`src/rtl/ram_arbiter.sv`:
```
// Arbitrates the CPU fetch port and load/store port onto the single MMU request
// channel, with fixed or round-robin tie-break, abortable fetches and a bus watchdog.
module ram_arbiter #(
   parameter int ADDR_W    = 32,
   parameter int DATA_W    = 32,
   parameter int SEL_W     = DATA_W / 8,
   parameter int DATA_PRIO = 1,
   parameter int TIMEOUT   = 255
) (
   input  logic              clk_i,
   input  logic              rst_ni,
   input  logic              if_req_i,
   input  logic [ADDR_W-1:0] if_addr_i,
   output logic [DATA_W-1:0] if_rdata_o,
   output logic              if_ready_o,
   output logic              if_tlb_err_o,
   output logic              if_bus_err_o,
   input  logic              d_req_i,
   input  logic              d_we_i,
   input  logic [SEL_W-1:0]  d_sel_i,
   input  logic [ADDR_W-1:0] d_addr_i,
   input  logic [DATA_W-1:0] d_wdata_i,
   output logic [DATA_W-1:0] d_rdata_o,
   output logic              d_ready_o,
   output logic              d_tlb_err_o,
   output logic              d_tlb_mod_o,
   output logic              d_bus_err_o,
   output logic              m_ce_o,
   output logic              m_we_o,
   output logic [ADDR_W-1:0] m_addr_o,
   output logic [DATA_W-1:0] m_wdata_o,
   output logic [SEL_W-1:0]  m_sel_o,
   input  logic              m_ready_i,
   input  logic [DATA_W-1:0] m_rdata_i,
   input  logic              m_tlb_err_i,
   input  logic              m_mod_i
);

   localparam int CNT_W = (TIMEOUT > 0) ? $clog2(TIMEOUT + 1) : 1;
   localparam logic [CNT_W-1:0] CNT_LAST = CNT_W'((TIMEOUT > 0) ? TIMEOUT - 1 : 0);
   localparam logic [CNT_W-1:0] CNT_MAX  = '1;

   typedef enum logic [1:0] {IDLE, IF_ACC, D_ACC, RESP} state_t;

   state_t            state_q, state_d;
   logic [CNT_W-1:0]  cnt_q, cnt_d;
   logic              rr_data_q, rr_data_d;   // 1: data wins the next tie
   logic [DATA_W-1:0] if_rdata_q, if_rdata_d;
   logic              if_ready_q, if_ready_d;
   logic              if_tlb_err_q, if_tlb_err_d;
   logic              if_bus_err_q, if_bus_err_d;
   logic [DATA_W-1:0] d_rdata_q, d_rdata_d;
   logic              d_ready_q, d_ready_d;
   logic              d_tlb_err_q, d_tlb_err_d;
   logic              d_tlb_mod_q, d_tlb_mod_d;
   logic              d_bus_err_q, d_bus_err_d;
   logic              m_ce_q, m_ce_d;
   logic              m_we_q, m_we_d;
   logic [ADDR_W-1:0] m_addr_q, m_addr_d;
   logic [DATA_W-1:0] m_wdata_q, m_wdata_d;
   logic [SEL_W-1:0]  m_sel_q, m_sel_d;

   logic tie, pick_d, wd_hit;

   always_ff @(posedge clk_i or negedge rst_ni) begin
      if (!rst_ni) begin
         state_q      <= IDLE;
         cnt_q        <= '0;
         rr_data_q    <= 1'b1;
         if_rdata_q   <= '0;
         if_ready_q   <= 1'b0;
         if_tlb_err_q <= 1'b0;
         if_bus_err_q <= 1'b0;
         d_rdata_q    <= '0;
         d_ready_q    <= 1'b0;
         d_tlb_err_q  <= 1'b0;
         d_tlb_mod_q  <= 1'b0;
         d_bus_err_q  <= 1'b0;
         m_ce_q       <= 1'b0;
         m_we_q       <= 1'b0;
         m_addr_q     <= '0;
         m_wdata_q    <= '0;
         m_sel_q      <= '0;
      end else begin
         state_q      <= state_d;
         cnt_q        <= cnt_d;
         rr_data_q    <= rr_data_d;
         if_rdata_q   <= if_rdata_d;
         if_ready_q   <= if_ready_d;
         if_tlb_err_q <= if_tlb_err_d;
         if_bus_err_q <= if_bus_err_d;
         d_rdata_q    <= d_rdata_d;
         d_ready_q    <= d_ready_d;
         d_tlb_err_q  <= d_tlb_err_d;
         d_tlb_mod_q  <= d_tlb_mod_d;
         d_bus_err_q  <= d_bus_err_d;
         m_ce_q       <= m_ce_d;
         m_we_q       <= m_we_d;
         m_addr_q     <= m_addr_d;
         m_wdata_q    <= m_wdata_d;
         m_sel_q      <= m_sel_d;
      end
   end

   always_comb begin
      state_d      = state_q;
      cnt_d        = cnt_q;
      rr_data_d    = rr_data_q;
      if_rdata_d   = if_rdata_q;
      if_ready_d   = if_ready_q;
      if_tlb_err_d = if_tlb_err_q;
      if_bus_err_d = if_bus_err_q;
      d_rdata_d    = d_rdata_q;
      d_ready_d    = d_ready_q;
      d_tlb_err_d  = d_tlb_err_q;
      d_tlb_mod_d  = d_tlb_mod_q;
      d_bus_err_d  = d_bus_err_q;
      m_ce_d       = m_ce_q;
      m_we_d       = m_we_q;
      m_addr_d     = m_addr_q;
      m_wdata_d    = m_wdata_q;
      m_sel_d      = m_sel_q;
      tie          = if_req_i && d_req_i;
      pick_d       = d_req_i && (!if_req_i || (DATA_PRIO != 0) || rr_data_q);
      wd_hit       = (TIMEOUT > 0) && (cnt_q == CNT_LAST);

      case (state_q)
         IDLE: begin
            if (tie && (DATA_PRIO == 0)) rr_data_d = !pick_d;
            if (pick_d) begin
               m_ce_d    = 1'b1;
               m_we_d    = d_we_i;
               m_addr_d  = d_addr_i;
               m_wdata_d = d_wdata_i;
               m_sel_d   = d_sel_i;
               cnt_d     = '0;
               state_d   = D_ACC;
            end else if (if_req_i) begin
               m_ce_d    = 1'b1;
               m_we_d    = 1'b0;
               m_addr_d  = if_addr_i;
               m_wdata_d = '0;
               m_sel_d   = '1;
               cnt_d     = '0;
               state_d   = IF_ACC;
            end
         end
         IF_ACC: begin
            // Completion beats abort; a withdrawn fetch beats the watchdog.
            if (m_ready_i) begin
               m_ce_d       = 1'b0;
               if_ready_d   = 1'b1;
               if_rdata_d   = m_rdata_i;
               if_tlb_err_d = m_tlb_err_i;
               if_bus_err_d = 1'b0;
               state_d      = RESP;
            end else if (!if_req_i || (if_addr_i != m_addr_q)) begin
               m_ce_d  = 1'b0;
               state_d = IDLE;
            end else if (wd_hit) begin
               m_ce_d       = 1'b0;
               if_ready_d   = 1'b1;
               if_rdata_d   = '0;
               if_tlb_err_d = 1'b0;
               if_bus_err_d = 1'b1;
               state_d      = RESP;
            end else if (cnt_q != CNT_MAX) begin
               cnt_d = cnt_q + CNT_W'(1);
            end
         end
         D_ACC: begin
            if (m_ready_i) begin
               m_ce_d      = 1'b0;
               d_ready_d   = 1'b1;
               d_rdata_d   = m_we_q ? '0 : m_rdata_i;
               d_tlb_err_d = m_tlb_err_i;
               d_tlb_mod_d = m_we_q && m_mod_i;
               d_bus_err_d = 1'b0;
               state_d     = RESP;
            end else if (wd_hit) begin
               m_ce_d      = 1'b0;
               d_ready_d   = 1'b1;
               d_rdata_d   = '0;
               d_tlb_err_d = 1'b0;
               d_tlb_mod_d = 1'b0;
               d_bus_err_d = 1'b1;
               state_d     = RESP;
            end else if (cnt_q != CNT_MAX) begin
               cnt_d = cnt_q + CNT_W'(1);
            end
         end
         RESP: begin
            if_ready_d   = 1'b0;
            if_tlb_err_d = 1'b0;
            if_bus_err_d = 1'b0;
            d_ready_d    = 1'b0;
            d_tlb_err_d  = 1'b0;
            d_tlb_mod_d  = 1'b0;
            d_bus_err_d  = 1'b0;
            state_d      = IDLE;
         end
         default: state_d = IDLE;
      endcase
   end

   assign if_rdata_o   = if_rdata_q;
   assign if_ready_o   = if_ready_q;
   assign if_tlb_err_o = if_tlb_err_q;
   assign if_bus_err_o = if_bus_err_q;
   assign d_rdata_o    = d_rdata_q;
   assign d_ready_o    = d_ready_q;
   assign d_tlb_err_o  = d_tlb_err_q;
   assign d_tlb_mod_o  = d_tlb_mod_q;
   assign d_bus_err_o  = d_bus_err_q;
   assign m_ce_o       = m_ce_q;
   assign m_we_o       = m_we_q;
   assign m_addr_o     = m_addr_q;
   assign m_wdata_o    = m_wdata_q;
   assign m_sel_o      = m_sel_q;

endmodule

```
`config.mk`:
```
export PLATFORM = sky130hd
export DESIGN_NAME = ram_arbiter
export DESIGN_NICKNAME = d
export VERILOG_FILES = /design/src/rtl/ram_arbiter.sv
export SDC_FILE = /design/constraint.sdc
export NUM_CORES = 1
export LEC_CHECK = 0
export ABC_AREA = 1
export BUFFER_PORTS_ARGS = -buffer_cell sky130_fd_sc_hd__buf_2
export CAP_MARGIN = 20
export CELL_PAD_IN_SITES_DETAIL_PLACEMENT = 1
export CELL_PAD_IN_SITES_GLOBAL_PLACEMENT = 1
export CORE_MARGIN = 2
export CORE_UTILIZATION = 38
export DETAILED_ROUTE_END_ITERATION = 6
export HOLD_SLACK_MARGIN = 0.12
export PLACE_DENSITY = 0.95
export SLEW_MARGIN = 20
export SYNTH_ARGS = -nofsm -noshare
export SYNTH_HDL_FRONTEND = slang
export SYNTH_SLANG_ARGS = --single-unit
```
`constraint.sdc`:
```
create_clock -name clk_i -period 5 [get_ports clk_i]
set_clock_uncertainty 0.2 [all_clocks]
set_input_delay 1 -clock clk_i [delete_from_list [all_inputs] [get_ports clk_i]]
set_output_delay 1 -clock clk_i [all_outputs]
set_load 0.03 [all_outputs]
```
After elaboration in Yosys (flattened, before gate mapping). Cells that the tools add are included.

Flip-flop bits (word level): 151. Input bits: 140.

$add $sub $neg: 1. Equality and inequality tests: 14. Multiplexer cells: 53. Reduce and logical (&&, ||, !) cells: 16.

Operator list (count): $mux W32 (9); $mux W8 (7); $ne A32 B32 Y1 (1); $pmux W8 S3 (1); $mux W1 (19); $pmux W1 S2 (7); $mux W2 (6); $ne A3 B3 Y1 const B (4); $add A8 B1 Y8 const B (1); $eq A8 B8 Y1 const B (1); $mux W4 (2); $ne A2 B2 Y1 const B (4); $ne A8 B8 Y1 const B (1); $pmux W2 S4 (1); $reduce_and A2 Y1 (4); $reduce_bool A2 Y1 (4); $reduce_and A3 Y1 (2); $reduce_and A5 Y1 (1); $eq A2 B2 Y1 const B (2); $pmux W1 S3 (1); $reduce_bool A3 Y1 (1); $eq A2 B1 Y1 const B (1); $logic_not A2 Y1 (1); $logic_and A1 B1 Y1 (1); other kinds (2) (2).

Depth between registers and ports, before layout. Gate-level depths: netlist of the first run.

Depth in word-level cells: 6. Mapped depth: 15.

Worst setup path after synthesis of the first run. Ideal clock, no wire load.

Path kind: input port to flip-flop. Start point: in if_addr_i[23]. End point: reg if_rdata_q[10] (netlist: if_rdata_o[10]). Setup time: 121 ps. Arrival time: 2099 ps. Required time: 4679 ps. Path slack: 2579 ps. Stages: 15. Buffers on the path: 2. Path through: inv_1 nand2_1 nand2_1 nor2_1 nand2_1 nor2_1 nand2_1 nor2_2 nand3_2 nand2_2 nand2_2 buf_6 buf_6 nand2_1 o21ai_1.

Cells in the longest elaborated chain, start to end: 4.

Ends and longest elaborated chain: start, declared (RTL line 13) `input logic [ADDR_W-1:0] if_addr_i,`; $ne A32 B32 Y1 (RTL line 157) `end else if (!if_req_i || (if_addr_i != m_addr_q)) begin`; $logic_or A1 B1 Y1 (RTL line 157); $ne A2 B2 Y1 (no line); $reduce_and A3 Y1 (no line); end signal, assigned (RTL line 88) `if_rdata_q <= if_rdata_d;`; end, declared (RTL line 48) `logic [DATA_W-1:0] if_rdata_q, if_rdata_d;`.

No other way between the ends. A chain may end at the register's enable or synchronous reset.

Final worst setup path of the first run.
Start point: in d_req_i. End point: reg m_wdata_q[17] (netlist: m_wdata_o[17]).

Cells in the longest elaborated chain, start to end: 2. Elaborated cells between the ends (all ways): 3. Classes of those cells: 1 x mux; 2 x reduce/logical.

Ends and longest elaborated chain: start, declared (RTL line 18) `input logic d_req_i,`; $reduce_bool A2 Y1 (no line); $reduce_and A2 Y1 (no line); end signal, assigned (RTL line 100) `m_wdata_q <= m_wdata_d;`; end, declared (RTL line 60) `logic [DATA_W-1:0] m_wdata_q, m_wdata_d;`.

Several ways; a longest one is shown, not always the timed one.

==> summary.md, run 1 <==
| Metric | Value |
|---|---|
| First-pass GRT wire length | 36700 um |
| Die ar. | 19100 um2 |
| Syn. warnings | 0 |
| Ports | 281 |
| Die height | 138 um |
| Core area | roughly 18000 um2 |
| Final net count | ~1200 |
| Crit path max fanout | 33 |
| DR vias/cell | 5.14 |
| DRC | 0 |
| Global route overflow | 0 |
| Max-Cap Viols | 0 |
| FMAX | 362 MHz |
| Setup TNS | 0 ns |
| Proportion of layout cells with a drive suffix above 1 | 32.1% |
| Post-synthesis instance area | 6860 um2 |
| Rows | 49 |
| H-Tree Depth | 4 |
| CP Data Required Time | 5.10 ns |
| CP cell instances | buf_2 -> nand2_1 -> clkinv_1 -> a22o_1 |
| Worst path bufs/invs | 2 |
| Die width | 138 um |
| Post-cts resize count | 0 |
| Clk Latency, worst-skew pair | 0.42 ns |
| Dpl cell area | 8400 um2 |
| CTS max path bufs | 2 |
| Post-route ant nets | 0 |
| Yosys reg bits | between 150 and 200 |
| Slew margin rel. | about 37% |
| HP Class | flop to flop |
| P_leak | 4.82 nW |
| Setup ws final | between 2 and 2.5 ns |
| Vias | 6586 |
| Min Tclk post-route | 2.76 ns |
| CTS Buf Count | 17 |
| Sequential area share after synthesis | 55.1% |
| Largest net degree at the start of global routing | 102 |
| Final setup fails | 0 |
| Crit path launch | d_req_i |
| Pre-CTS WS | 1.42 ns |
| WS Path Type | primary input to flop |
| Crit end category | flop |
| RD Place Congestion | 0.848 |
| CTS tree | yes |
| Cells after Synth | just under 800 |
| Final Max Tran Viols | 0 |
| Worst setup SP type | primary input |
| Cell area after layout | between 9000 and 10000 um2 |
| Unrepaired setup endpoints after global routing | false |
| Worst-margin pin slew | 0.939 ns |
| Netlist cell types | 34 |
| Post-synth top flop | dfrtp_1 |
| Clk pin slew, worst setup/hold paths | 0.06 ns |
| Reg2reg start | state_q[0]$_DFFE_PN0N_ |
| Status | complete, no violations |
| Starting Density | 38.4% |
| Input/output buffers | 280 |
| Detailed Route Iter0 Violations | 286 |
| Wire per inst | 17.7 um |
| CTS Hold Buffers Added | 0 |
| DP Wirelength | 16400 um |
| Slowest Stage Delay on Critical Path | 0.82 ns |
| Async SR Flop Fraction | 100% |
| Worst EP arrival | 2.86 ns |
| Routed wire length | 22600 um |
| Clock Sinks | 151 |
| Initial antenna violation count | 3 |
| P per Cell Area | around 690 nW/um2 |
| Vias in the first global route | 7011 |
| Worst path slowest cell | clkinv_1 |
| Final period utilization | 55.2% |
| CTS root buf | clkbuf_16 |
| Syn Area/Cell | 8.85 um2 |
| Mapped Nets | 922 |
| GRT Util Overall | a little under a quarter |
| Max IR drop VDD | 294 uV |
| Total power draw | 6.22 mW |
| Area delta synth->final | 31.3% |
| EDFF count, synth | 0 |
| Final hold viol count | 0 |
| Drt first pass iters | 4 |
| Gate family responsible for the most delay along the worst path | buffers and inverters |
| Hold path startpoint | if_rdata_o[10]$_DFFE_PN0P_ |
| Post-CTS setup buffer count | 0 |
## cell usage in the layout (no fill, tap or decap), drive strengths merged
master	instances
a22o	32
a21oi	8
nor2	37
o21ai	69
o21a	1
xnor2	6
a31oi	9
buf	287
diode	2
nor3	4
or2	2
clkinvlp	1
ha	7
nor4	1
a221oi	1
o31ai	32
nand3	12
clkbuf	18
clkinv	4
o211ai	22
xor2	3
inv	82
nand4	3
dfrtp	151
nand3b	1
nand2	249
o22ai	5
o22a	4
## cell type report
class	instances	area, um2
repair buffers	287	1480
inverters	73	274
clock buffers	18	439
fillers	2185	8840
well taps	229	287
multi-input cells	508	2610
clock inverters	14	128
diodes	2	5.00
flip-flops and latches	151	3780
## cells in the mapped netlist, drive strengths merged, types with 2 or more instances
master | number | area share, %
o22ai | 5 | 0.46
o22a | 4 | 0.51
clkbuf | 24 | 1.3
nand3 | 12 | 0.95
ha | 7 | 1.3
xor2 | 3 | 0.38
nand2 | 249 | 14
o211ai | 22 | 2.4
or2 | 2 | 0.18
a31oi | 9 | 0.82
a22o | 32 | 4.1
a21oi | 8 | 0.58
buf | 19 | 1.7
o31ai | 32 | 3.5
o21ai | 69 | 5.2
inv | 73 | 4.0
dfrtp | 151 | 55
nand4 | 3 | 0.27
xnor2 | 6 | 0.77
nor3 | 4 | 0.29
nor2 | 37 | 2.1
## flip-flops by register name, summed over array words and instances (netlist names)
name	flops
m_addr_o	32
if_rdata_o	32
d_tlb_err_o	1
if_bus_err_o	1
m_wdata_o	32
d_ready_o	1
d_rdata_o	32
d_bus_err_o	1
if_ready_o	1
cnt_q	8
if_tlb_err_o	1
m_sel_o	4
m_ce_o	1
state_q	2
m_we_o	1
d_tlb_mod_o	1
## cells by family after synthesis
kind of cell / after synthesis / share of synthesized area, %
simple gates: 309 / 17.7
compound gates: 183 / 17.8
flops: 151 / 55.1
buf+inv: 116 / 6.99
xor+xnor: 9 / 1.15
fa+ha+maj: 7 / 1.28
## tightest hold or removal path: cells and delay by family, from the launching register on
kind               cells  cell delay [ns]
AOI/OAI and AO/OA      1             0.06
DFF                    1             0.34
and+or+nand+nor        1             0.05
## routing by layer
metal  track usage (%)  share of wire [%]  up-vias  routed length, um
li1                  -                  -     3098                  -
met1              27.9                 40     3191               9080
met2              41.7                 50      236              11400
met3              4.99                5.5       59               1250
met4              11.2                3.9        2                893
met5                 0              0.057        -                 13
## power by group
group          switching (mW)  internal [mW]  total (mW)
logic                    2.06          0.846        2.90
registers               0.345           1.73        2.07
clock network           0.577          0.672        1.25
## stage by stage
stage | util, % | hold WS (ns) | instances
6_report | 50.5 | 0.287 | 1282
2_1_floorplan | - | 0.297 | 775
5_1_grt | 50.5 | 0.309 | 1282
3_5_place_dp | 47.1 | 0.270 | 1247
4_1_cts | 50.3 | 0.287 | 1279
3_3_place_gp | 47.1 | 0.262 | 1247
## final timing paths
| check | endpoint | slack (ns) | depth (start not counted) |
|---|---|---|---|
| max | m_wdata_o[17]$_DFFE_PN0P_ | 2.24 | 4 |
| min | if_rdata_o[10]$_DFFE_PN0P_ | 0.29 | 2 |
| max reg2reg | m_wdata_o[17]$_DFFE_PN0P_ | 2.32 | 5 |
| min reg2reg | if_rdata_o[10]$_DFFE_PN0P_ | 0.29 | 2 |
| max in group asynchronous | d_rdata_o[7]$_DFFE_PN0P_ | 3.15 | 2 |
| min in group asynchronous | m_addr_o[15]$_DFFE_PN0P_ | 0.48 | 1 |
No activity file was read; power rests on OpenSTA's default activity.
==> run 2: changes to the inputs <==
- CORE_UTILIZATION: 38 -> 32
- PLACE_DENSITY: 0.95 -> 0.87
- clock period: 5 -> 2.43 ns (I/O delays scaled with it)
==> summary.md, run 2 (synthesis results as in run 1) <==
| Metric | Value |
|---|---|
| Status | complete, no violations |
| Max-Cap Viols | 0 (unchanged) |
| Combinational cell fraction of total power | 48.2% (+1.5 points) |
| Routed wire length | 25500 um (+13%) |
| Worst-margin pin slew | 0.691 ns (-0.248 ns) |
| Die ar. | 22600 um2 (+18%) |
| H-Tree Depth | 4 (unchanged) |
| Commonest non-fill, non-tap cell in the layout | buf_2 |
| Worst R2R End | if_rdata_o[16]$_DFFE_PN0P_ |
| # fillers | 2530 (+16%) |
| Drt first pass iters | 4 (unchanged) |
| Final Max Tran Viols | 0 (unchanged) |
| DP Wirelength | 16600 um (+1.4%) |
| P_leak | 5.24 nW (+8.7%) |
| HP Class | primary input to flop |
| Max IR drop VDD | 441 uV (+50%) |
| Final setup fails | 0 (unchanged) |
| Part of the power in the clock network | 19.4% (-0.7 points) |
| Proportion of layout cells with a drive suffix above 1 | 31.6% (-0.44 points) |
| Largest net degree at the start of global routing | 68 (-33%) |
| CP cell instances | inv_1 -> nand2_1 -> nand2_1 -> nor2_1 -> nand2_1 -> nor2_2 -> nand2_1 -> nor2_2 -> nand3_2 -> nand2_4 -> nand2_8 -> clkbuf_16 -> nand2_1 -> o21ai_1 |
| Rows | 53 (+8.2%) |
| Crit path max fanout | 17 (-48%) |
| Vias in the first global route | 7429 (+6.0%) |
| Die height | 150 um (+8.7%) |
| Register-to-Register Path Depth | 14 (+9) |
| CTS tree | yes |
| Die width | 150 um (+8.7%) |
| Final net count | 1266 (+6.8%) |
| Core area | 21000 um2 (+18%) |
| Pre-CTS WS | 0.0907 ns (-1.33 ns) |
| Seq pwr share | 32.3% (-1.0 points) |
| Vias | 7028 (+6.7%) |
| Most frequent cells in the layout | 279 x buf_2, 247 x nand2_1, 151 x dfrtp_1, 66 x inv_1, 61 x dlygate4sd3_1 |
| Setup ws final | 0.214 ns (-2.02 ns) |
| Reg2reg setup slack | 0.21 ns (-2.11 ns) |
| Initial antenna violation count | 4 (+1) |
| P per Cell Area | 1330 nW/um2 (+92%) |
| First-pass GRT wire length | 37400 um (+1.7%) |
| Internal Pwr Total | 6.93 mW (+110%) |
| CTS Buf Count | 17 (unchanged) |
| Most frequent CP cell | nand2_1 |
| Post-route ant nets | 0 (unchanged) |
| RD Place Congestion | 0.832 (-1.9%) |
| Worst setup SP type | flop |
| FMAX | 451 MHz |
| Slew margin rel. | 53.4% (+16 points) |
| WS Path Type | flop to flop |
| DRC | 0 (unchanged) |
| CTS max path bufs | 2 (unchanged) |
| Unrepaired setup endpoints after global routing | false |
| CTS root buf | clkbuf_16 |
| Starting Density | 32.6% (-5.8 points) |
| Final hold viol count | 0 (unchanged) |
| Worst path slowest cell | dfrtp_1 |
| Switching power | 6.32 mW (+110%) |
| CP Data Required Time | 2.53 ns (-2.57 ns) |
| Wire per inst | 18.1 um (+2.4%) |
| Ports | 281 (unchanged) |
| GRT Util Overall | 21.2% (-2.6 points) |
| Global route overflow | 0 (unchanged) |
| Worst EP arrival | 2.32 ns (-0.54 ns) |
| Slowest Stage Delay on Critical Path | 0.38 ns (-0.44 ns) |
| Clk pin slew, worst setup/hold paths | 0.07 ns (about the same) |
| Clock Sinks | 151 (unchanged) |
| Crit path launch | m_addr_o[1]$_DFFE_PN0P_ |
| Setup TNS | 0 ns (unchanged) |
| Clk Latency, worst-skew pair | 0.43 ns (about the same) |
| Critical Path End | if_rdata_o[16]$_DFFE_PN0P_ |
| Sw Ratio | 47.7% (-0.18 points) |
| Min Tclk post-route | 2.22 ns |
| Final period utilization | 91.2% |
| Crit end category | flop |
| Area delta synth->final | 45.7% |
| Reg2reg start | m_addr_o[1]$_DFFE_PN0P_ |
| Detailed Route Iter0 Violations | 249 (-13%) |
| Input/output buffers | 280 (unchanged) |
| DR vias/cell | 4.98 (-3.1%) |
-- run 2: worst max-delay path, delay by kind of cell (launching register included) --
kind / cells / cell delay [ns]
AND/OR/NAND/NOR: 11 / 1.11
flip-flops: 1 / 0.38
AO/OA/AOI/OAI: 1 / 0.09
buffers and inverters: 2 / 0.29
-- run 2: power groups by stage --
stage	logic, mW	clock network [mW]	registers, mW
detailed placement	6.17	0	4.27
floorplan	2.12	0	6.13
global placement	5.98	0	4.23
finish	6.39	2.58	4.29
CTS	6.27	2.64	4.24
global route	6.91	2.73	4.39
-- run 2: timing repair --
action	in CTS	in global routing
setup buffers	0	2
endpoints found under the hold margin	106	0
endpoints found under the setup margin	0	39
hold buffers	62	0
resized for setup	0	6
-- run 2: worst min-delay path by stage --
| stage | startpoint | end | slack [ns] | depth (start not counted) |
|---|---|---|---|---|
| 3_3_place_gp | d_rdata_o[30]$_DFFE_PN0P_ | d_rdata_o[30]$_DFFE_PN0P_ | 0.26 | 2 |
| 5_1_grt | if_addr_i[2] | m_addr_o[2]$_DFFE_PN0P_ | 0.14 | 3 |
| 4_1_cts | if_addr_i[19] | m_addr_o[19]$_DFFE_PN0P_ | 0.12 | 3 |
| 6_report | d_addr_i[0] | m_addr_o[0]$_DFFE_PN0P_ | 0.13 | 3 |
| 2_1_floorplan | rst_ni | cnt_q[0]$_DFFE_PN0P_ | -0.01 | 0 |
| 3_5_place_dp | d_rdata_o[12]$_DFFE_PN0P_ | d_rdata_o[12]$_DFFE_PN0P_ | 0.26 | 2 |
-- run 2: through the flow --
stage          cell area, um2  hold WS [ns]  utilization, %  cells  total power, mW
2_1_floorplan            6860      -0.00959               -    775             8.25
3_3_place_gp             8630         0.260            41.1   1306             10.2
3_5_place_dp             8630         0.264            41.1   1306             10.4
4_1_cts                  9830         0.121            46.7   1400             13.2
5_1_grt                  9990         0.141            47.5   1410             14.0
6_report                 9990         0.133            47.5   1412             13.3
-- run 2: per-layer routing --
| layer | part of all wire, % | up-vias | global-route usage, % | wire length [um] |
|---|---|---|---|---|
| li1 | - | 3262 | - | - |
| met2 | 52 | 231 | 37.7 | 13300 |
| met4 | 4.3 | 0 | 11.7 | 1100 |
| met1 | 39 | 3459 | 23.7 | 9930 |
| met3 | 4.6 | 76 | 4.00 | 1180 |
| met5 | 0 | - | 0 | 0 |
-- run 2: area by class of cell --
type / count / area (um2) / share of cell area (%)
Antenna cell: 5 / 12.5 / 0.125
Clock buffer: 18 / 439 / 4.39
Clock inverter: 14 / 131 / 1.31
Inverter: 73 / 274 / 2.74
Multi-Input combinational cell: 508 / 2640 / 26.4
Sequential cell: 151 / 3780 / 37.8
Tap cell: 275 / 344 / 3.44
Timing Repair Buffer: 368 / 2370 / 23.8
